**src/rtl/pool_pkg.sv**
```systemverilog
// Shared types and helpers for the pool2d 2x2/stride-2 pooling stage.
package pool_pkg;

  typedef enum logic {
    POOL_MAX = 1'b0,
    POOL_AVG = 1'b1
  } pool_mode_e;

  localparam int DATA_W_DEF = 32;

  // Widest sample the max helper accepts; callers sign-extend into it.
  localparam int MAX2_W = 64;

  function automatic logic signed [MAX2_W-1:0] pool_max2(
    input logic signed [MAX2_W-1:0] a,
    input logic signed [MAX2_W-1:0] b
  );
    return (a > b) ? a : b;
  endfunction

endpackage

```
**src/rtl/pool2d_linebuf.sv**
```systemverilog
// Half-width line buffer holding per-channel pair results from the even row.
module pool2d_linebuf #(
  parameter int CHANNELS = 4,
  parameter int DATA_W   = 32,
  parameter int DEPTH    = 14,
  parameter int AW       = 4
) (
  input  logic              clk,
  input  logic              we,
  input  logic [AW-1:0]     addr,
  input  logic [DATA_W:0]   wr_data [CHANNELS],
  output logic [DATA_W:0]   rd_data [CHANNELS]
);

  logic [DATA_W:0] mem [DEPTH][CHANNELS];

  always_ff @(posedge clk) begin
    if (we) begin
      for (int unsigned c = 0; c < CHANNELS; c++) begin
        mem[addr][c] <= wr_data[c];
      end
    end
  end

  always_comb begin
    for (int unsigned c = 0; c < CHANNELS; c++) begin
      rd_data[c] = mem[addr][c];
    end
  end

endmodule

```
**src/rtl/pool2d.sv**
```systemverilog
// Streaming 2x2/stride-2 max/avg pooling over raster pixels, all channels in parallel.
// Define POOL2D_RELU_EN to clamp negative pooled values to zero at the output.
module pool2d
  import pool_pkg::*;
#(
  parameter int         CHANNELS = 4,
  parameter int         DATA_W   = DATA_W_DEF,
  parameter int         IMG_W    = 28,
  parameter int         IMG_H    = 28,
  parameter pool_mode_e MODE     = POOL_MAX
) (
  input  logic                     clk,
  input  logic                     rst,
  input  logic                     input_valid,
  input  logic                     sof,
  input  logic signed [DATA_W-1:0] d_in [CHANNELS],
  output logic                     output_valid,
  output logic                     o_sof,
  output logic                     o_eof,
  output logic signed [DATA_W-1:0] d_out [CHANNELS]
);

  localparam int CW       = (IMG_W > 1) ? $clog2(IMG_W) : 1;
  localparam int RW       = (IMG_H > 1) ? $clog2(IMG_H) : 1;
  localparam int LB_DEPTH = (IMG_W >= 2) ? IMG_W / 2 : 1;
  localparam int AW       = (LB_DEPTH > 1) ? $clog2(LB_DEPTH) : 1;

  if (IMG_W < 2 || (IMG_W % 2) != 0) begin : g_bad_img_w
    $error("pool2d: IMG_W must be even and >= 2");
  end
  if (IMG_H < 2 || (IMG_H % 2) != 0) begin : g_bad_img_h
    $error("pool2d: IMG_H must be even and >= 2");
  end
  if (DATA_W > MAX2_W) begin : g_bad_data_w
    $error("pool2d: DATA_W exceeds pool_max2 width");
  end

  logic [CW-1:0] col;
  logic [RW-1:0] row;
  logic [CW-1:0] eff_col;
  logic [RW-1:0] eff_row;
  logic [AW-1:0] lb_addr;
  logic          lb_we;
  logic          win_done;

  logic signed [DATA_W-1:0] hold     [CHANNELS];
  logic signed [DATA_W-1:0] pair_max [CHANNELS];
  logic signed [DATA_W-1:0] quad_max [CHANNELS];
  logic signed [DATA_W:0]   pair_sum [CHANNELS];
  logic signed [DATA_W+1:0] quad_sum [CHANNELS];
  logic signed [DATA_W-1:0] pooled   [CHANNELS];
  logic [DATA_W:0]          lb_wr    [CHANNELS];
  logic [DATA_W:0]          lb_rd    [CHANNELS];

  // A qualified sof restarts at pixel 0; the hold register and line buffer are
  // both rewritten before being read again, so no explicit flush is needed.
  always_comb begin
    eff_col  = (input_valid && sof) ? '0 : col;
    eff_row  = (input_valid && sof) ? '0 : row;
    lb_addr  = AW'(eff_col >> 1);
    lb_we    = input_valid && !eff_row[0] && eff_col[0];
    win_done = input_valid && eff_row[0] && eff_col[0];
  end

  pool2d_linebuf #(
    .CHANNELS (CHANNELS),
    .DATA_W   (DATA_W),
    .DEPTH    (LB_DEPTH),
    .AW       (AW)
  ) u_linebuf (
    .clk     (clk),
    .we      (lb_we),
    .addr    (lb_addr),
    .wr_data (lb_wr),
    .rd_data (lb_rd)
  );

  // The line buffer entry is DATA_W+1 wide: the pair sum in AVG mode, the
  // sign-extended pair max in MAX mode.
  always_comb begin
    for (int unsigned c = 0; c < CHANNELS; c++) begin
      pair_max[c] = DATA_W'(pool_max2(MAX2_W'(hold[c]), MAX2_W'(d_in[c])));
      pair_sum[c] = (DATA_W+1)'(hold[c]) + (DATA_W+1)'(d_in[c]);
      quad_max[c] = DATA_W'(pool_max2(MAX2_W'(pair_max[c]),
                                      MAX2_W'($signed(lb_rd[c][DATA_W-1:0]))));
      quad_sum[c] = (DATA_W+2)'(pair_sum[c]) + (DATA_W+2)'($signed(lb_rd[c]));
      if (MODE == POOL_AVG) begin
        lb_wr[c]  = pair_sum[c];
        pooled[c] = quad_sum[c][DATA_W+1:2];
      end else begin
        lb_wr[c]  = (DATA_W+1)'(pair_max[c]);
        pooled[c] = quad_max[c];
      end
`ifdef POOL2D_RELU_EN
      if (pooled[c][DATA_W-1]) begin
        pooled[c] = '0;
      end
`endif
    end
  end

  always_ff @(posedge clk) begin
    if (rst) begin
      col          <= '0;
      row          <= '0;
      output_valid <= 1'b0;
      o_sof        <= 1'b0;
      o_eof        <= 1'b0;
      for (int unsigned c = 0; c < CHANNELS; c++) begin
        hold[c]  <= '0;
        d_out[c] <= '0;
      end
    end else begin
      output_valid <= 1'b0;
      o_sof        <= 1'b0;
      o_eof        <= 1'b0;
      if (input_valid) begin
        if (eff_col == CW'(IMG_W - 1)) begin
          col <= '0;
          row <= (eff_row == RW'(IMG_H - 1)) ? '0 : eff_row + RW'(1);
        end else begin
          col <= eff_col + CW'(1);
          row <= eff_row;
        end
        if (!eff_col[0]) begin
          for (int unsigned c = 0; c < CHANNELS; c++) begin
            hold[c] <= d_in[c];
          end
        end
      end
      if (win_done) begin
        output_valid <= 1'b1;
        o_sof        <= (eff_row == RW'(1)) && (eff_col == CW'(1));
        o_eof        <= (eff_row == RW'(IMG_H - 1)) && (eff_col == CW'(IMG_W - 1));
        for (int unsigned c = 0; c < CHANNELS; c++) begin
          d_out[c] <= pooled[c];
        end
      end
    end
  end

endmodule

```
**config.mk**
```make
export PLATFORM = sky130hd
export DESIGN_NAME = pool2d
export DESIGN_NICKNAME = d
export VERILOG_FILES = /design/src/rtl/pool_pkg.sv /design/src/rtl/pool2d_linebuf.sv /design/src/rtl/pool2d.sv
export SDC_FILE = /design/constraint.sdc
export NUM_CORES = 2
export LEC_CHECK = 0
export BUFFER_PORTS_ARGS = -buffer_cell sky130_fd_sc_hd__clkbuf_2
export CAP_MARGIN = 20
export CORE_MARGIN = 1.5
export CORE_UTILIZATION = 30
export CTS_CLUSTER_SIZE = 40
export DETAILED_ROUTE_END_ITERATION = 7
export HOLD_SLACK_MARGIN = 0.02
export SETUP_SLACK_MARGIN = 0.3
export SKIP_CTS_REPAIR_TIMING = 1
export SYNTH_ARGS = -nofsm -noshare
export SYNTH_HDL_FRONTEND = slang
export SYNTH_SLANG_ARGS = --single-unit
```
**constraint.sdc**
```tcl
create_clock -name clk -period 12.2 [get_ports clk]
set_clock_uncertainty 0.1 [all_clocks]
set_input_delay 1.83 -clock clk [delete_from_list [all_inputs] [get_ports clk]]
set_output_delay 1.83 -clock clk [all_outputs]
set_load 0.02 [all_outputs]
```
# --- After elaboration in Yosys (flattened, before gate mapping) ---
# Memory sizes are Yosys's and may differ from the RTL's.
# Index checks and enable logic that the tools add are counted.
classes:
  add_sub_neg: 2
  n_lt_le_gt_ge: 8
  n_eq_ne: 4
  n_mux: 26
  bitwise: 5
  reduce_logical: 9
op_table:
  columns: ["op", "n"]
  rows:
  - ["$mux 32", 12]
  - ["$gt 32x32->1", 8]
  - ["$mux 5", 5]
  - ["$add 5x1->5 const B", 2]
  - ["$eq 5x1->1 const B", 2]
  - ["$eq 5x5->1 const B", 2]
  - ["$mux 1", 9]
  - ["$logic_and 1x1->1", 7]
  - ["$or 1x1->1", 4]
  - ["$reduce_or 2->1", 1]
  - ["$logic_not 1->1", 1]
  - ["$not 1->1", 1]
totals:
  reg_bits: 141
  ramBits: 1976
  inputBits: 132
  output_inout_bits: 131
  wordCells: 65
  memories: 2
memory_table:
  columns: ["name", "words", "word_bits", "read_ports", "rd_ports_with_merged_regs", "wr", "line_no", "rtl"]
  rows:
  - ["u_linebuf.mem", 14, 132, 1, 0, 1, "pool2d_linebuf.sv:15", "logic [DATA_W:0] mem [DEPTH][CHANNELS];"]
  - ["hold", 4, 32, 4, 0, 4, "pool2d.sv:46", "logic signed [DATA_W-1:0] hold [CHANNELS];"]

# --- Longest topological paths before layout ---
logic_depth:
  ltp_word: 7
  mapped_depth: 22
  ltp_nobuf: 19

# --- Modules after synthesis ---
# A second synthesis with hierarchy kept.
hier_totals:
  hier_cells: 5808
  area_unflattened_um2: 89357.0
modules_own_cells:
  columns: ["mod", "instances", "cells_per_inst", "area_per_inst_um2", "seq_area_each_um2"]
  rows:
  - ["pool2d_linebuf", 1, 3670, 70093.5, 55493.2]
  - ["pool2d", 1, 2138, 19263.5, 6666.4]

# --- Worst setup path after synthesis ---
# No wires, ideal clock.
synth_timing:
  kind: "in2reg"
  from: "in sof"
  to: "mem u_linebuf.mem[10][0] in the netlist's numbering (enable)"
  setup_time_ns: 0.772
  arrival_ns: 11.779
  t_required_ns: 11.328
  path_slack_ns: -0.450
  cell_stages: 8
  n_path_buf: 5
  path_cell_list: "buf_2 nand2_1 buf_2 nand3_1 buf_2 buf_1 buf_1 nor3_1"
synth_between:
  elab_chain_len: 7
  elab_cells_between_ends: 8
  classes_between: "mux: 4; reduce/logical: 4"
synth_lines:
  columns: ["element", "line_no", "rtl"]
  rows:
  - ["start, declared", "pool2d.sv:15", "input logic sof,"]
  - ["$logic_and 1x1->1 (*)", "pool2d.sv:58, pool2d.sv:59", null]
  - ["$mux 5", "pool2d.sv:59", "eff_row = (input_valid && sof) ? '0 : row;"]
  - ["$logic_not 1->1", "pool2d.sv:61", "lb_we = input_valid && !eff_row[0] && eff_col[0];"]
  - ["$logic_and 1x1->1 (2 in series)", "pool2d.sv:61", null]
  - ["$mux 1", "pool2d_linebuf.sv:18", "if (we) begin"]
  - ["$mux 1 (not written as such)", "pool2d_linebuf.sv:20", "mem[addr][c] <= wr_data[c];"]
  - ["end, declared", "pool2d_linebuf.sv:15", null]
# Mark *: on every way between the ends. The rest lies on a longest branch, timed or not.

==> flow_summary.toml <==
[status]
outcome = "completed"

[floorplanning]
dieArea_mm2 = 0.302
coreArea_mm2 = 0.297
core.rowCount = 200
die_w_um = 550
initial_utilization_pct = 30.2
io_pins = 263
die_h_um = 550

[cells_and_area]
mostFrequentLayoutCells = "edfxtp_1 (1920), mux2_2 (386), a222oi_1 (384)"
drive_gt1_share_pct = 19.9
area_delta_synth_final_pct = 14.8
stdcell_count = 10500
layout_commonest_cell = "edfxtp_1"
final_util_pct = 34.7
finalNetCount = 6808

[clock_network]
clkSinkCount = 2061
clk_latency_ns = 0.90
cts_inserted_buffers = 217
cts-root-buf = "clkbuf_16"
ctsHtreeMaxLevel = 4
clkTransAtPathRegs_ns = 0.06
cts_tree = "yes"
clock_path_buffers = 4

[yosys]
syn_nets = 6611
netlist.area_leader.share_pct = 64.3
netlist_area_mm2 = 0.0897
synth_cell_types = 79
synth_enable_flop_cells = 1920
synth_cells = 6219
yosysWarningCount = 0
synth_seq_cells = 2061
synth-async-reset-ratio_pct = 0
ys_seq_area_share_pct = 67.5
avgSynthCellArea_um2 = 14.4
post-synth-top-area-cell = "edfxtp_1"
synth.area.top_cells = "edfxtp_1 (64%), mux2_2 (4.8%), a222oi_1 (4.3%)"
synth_top_flop_cell = "edfxtp_1"

[pwr]
switchingPower_mw = 4.13
combPwrFrac_pct = 11.6
power_mw = 16.5
max-vdd-ir-drop_uv = 123
powerDensity_mw_per_mm2 = 160
p_leak_nw = 33.6
clkPwrFrac_pct = 39.1
netSwitchingFraction_pct = 25.1
seqPwrFrac_pct = 49.3
internal-power_mw = 12.4

[timing]
hold_viol_final = 0
fmax_mhz = 121
slew_viol_final = 0
slew_headroom_pct = 22.5
worst_pin_slew_ns = 1.16
fin_crit_sh_pct = 67.5
setup_viol = 0
rsz0062_at_grt = "false"
period_minus_slack_ns = 8.23
fin_setup_tns_ns = 0

[setup_path]
cp-end-kind = "register"
path_class = "in2reg"
critPathLaunchType = "input pin"
required_ns = 12.78
r2r_cells = 18
cp.arrival_ns = 8.81
cp_max_fo = 63

[global_routing]
grt_util_all_layers_pct = 17.5
grt_overflow = 0
grt_pass1_wl_um = 399000
first_global_vias = 58700
grt_max_degree = 153
antenna_found_initial = 31

[route]
via_per_inst = 5.68
firstDrtPassIters = 8
wl_um = 277000
vias = 59800
wire_per_inst_um = 26.3
drt_iter0_drc = 7740
drc = 0
drtAntennaViolNets = 0

[place]
routabilityCongestion = 0.852
dp.cells = 10100
port_buffers = 262
hpwl_um = 152000

[worst_hold_path]
whs_path_depth = 2
hold_class = "reg2reg"

[flow_run]
maxCapViolCount = 0
## cells by family (layout without fill, tap and decap cells)
| group | after synthesis | after routing | synth area share, % |
|---|---|---|---|
| adders and majority gates | 260 | 260 | 3.63 |
| AOI/OAI and AO/OA | 1472 | 1472 | 12.8 |
| and+or+nand+nor | 1298 | 1298 | 7.32 |
| muxes | 483 | 483 | 5.93 |
| other | 0 | 11 | 0 |
| DFF | 2061 | 2061 | 67.5 |
| xor gates and xnor gates | 1 | 1 | 0.00977 |
| buffers and inverters | 644 | 1007 | 2.84 |
## cells in the mapped netlist, drive strengths merged, types with 71 or more instances
cell	n
a21oi	269
a222oi	384
buf	123
clkbuf	372
dfxtp	141
edfxtp	1920
ha	260
inv	149
mux2	386
mux2i	97
nand2	352
nand2b	71
nand3	126
nor2	211
nor3	254
nor4	75
o211ai	97
o21ai	71
o22ai	221
## path summary, 6_finish.rpt
kind,start,endpoint,slack [ns]
setup reg to reg,col[2],d_out[44],4.31
setup / recovery,d_in[83],d_out[64],3.97
hold / removal,d_out[0],d_out[0],0.38
hold reg to reg,d_out[0],d_out[0],0.38
## through the flow
stage,setup WS [ns],instance area [µm²],hold slack [ns]
2_1_floorplan,3.07,89700,0.359
3_3_place_gp,3.26,95700,0.354
3_5_place_dp,3.07,95800,0.361
4_1_cts,3.97,103000,0.384
5_1_grt,3.64,103000,0.402
6_report,3.97,103000,0.385
## cell type report
type	instances	area [µm²]
Fill cell	28200	194000
Antenna cell	11	27.5
Tap cell	3939	4930
Inverter	149	572
Sequential cell	2061	60500
Timing Repair Buffer	473	3130
Multi-Input combinational cell	3514	27000
Clock buffer	267	5740
Clock inverter	118	1080
## registers in the layout, indices dropped and copies added, names as in the netlist
| register | count |
|---|---|
| col | 5 |
| row | 5 |
| o_sof | 1 |
| u_linebuf.mem | 1792 |
| output_valid | 1 |
| d_out | 128 |
| o_eof | 1 |
| hold | 128 |
## power by group through the flow
stage          Sequential (mW)  Combinational [mW]  Clock [mW]
2_1_floorplan             8.27                1.16           0
3_3_place_gp              8.28                1.77           0
3_5_place_dp              8.28                1.84           0
4_1_cts                   8.13                1.85        6.57
5_1_grt                   8.13                2.07        6.82
6_report                  8.12                1.91        6.45
## routing by layer
layer | vias up | global-route usage, % | routed length (µm) | share of wire (%)
met2 | 2995 | 28.5 | 130000 | 47
met3 | 464 | 3.05 | 24000 | 8.7
met1 | 30600 | 23.6 | 114000 | 41
met5 | - | 0 | 144 | 0.052
li1 | 25800 | - | - | -
met4 | 22 | 6.03 | 8850 | 3.2
## worst max-delay path, cell delays in order
cell and delay, ns:
clkbuf_2 0.13, inv_1 0.08, ha_1 0.32, nand4_1 0.16
or4_2 0.68, buf_4 0.37, nor2_1 0.17, o31a_1 0.93
nor2_2 0.17, buf_4 0.33, or3_1 0.40, nand3_1 0.51
ha_1 0.34, nand4_1 0.17, nor4_1 0.42, nand4_1 0.17
a31oi_1 0.22, nor3_1 0.13, mux2i_4 0.17, nand2b_1 0.58
buf_4 0.35, o221ai_1 0.14
(Power assumes the default switching activity.)
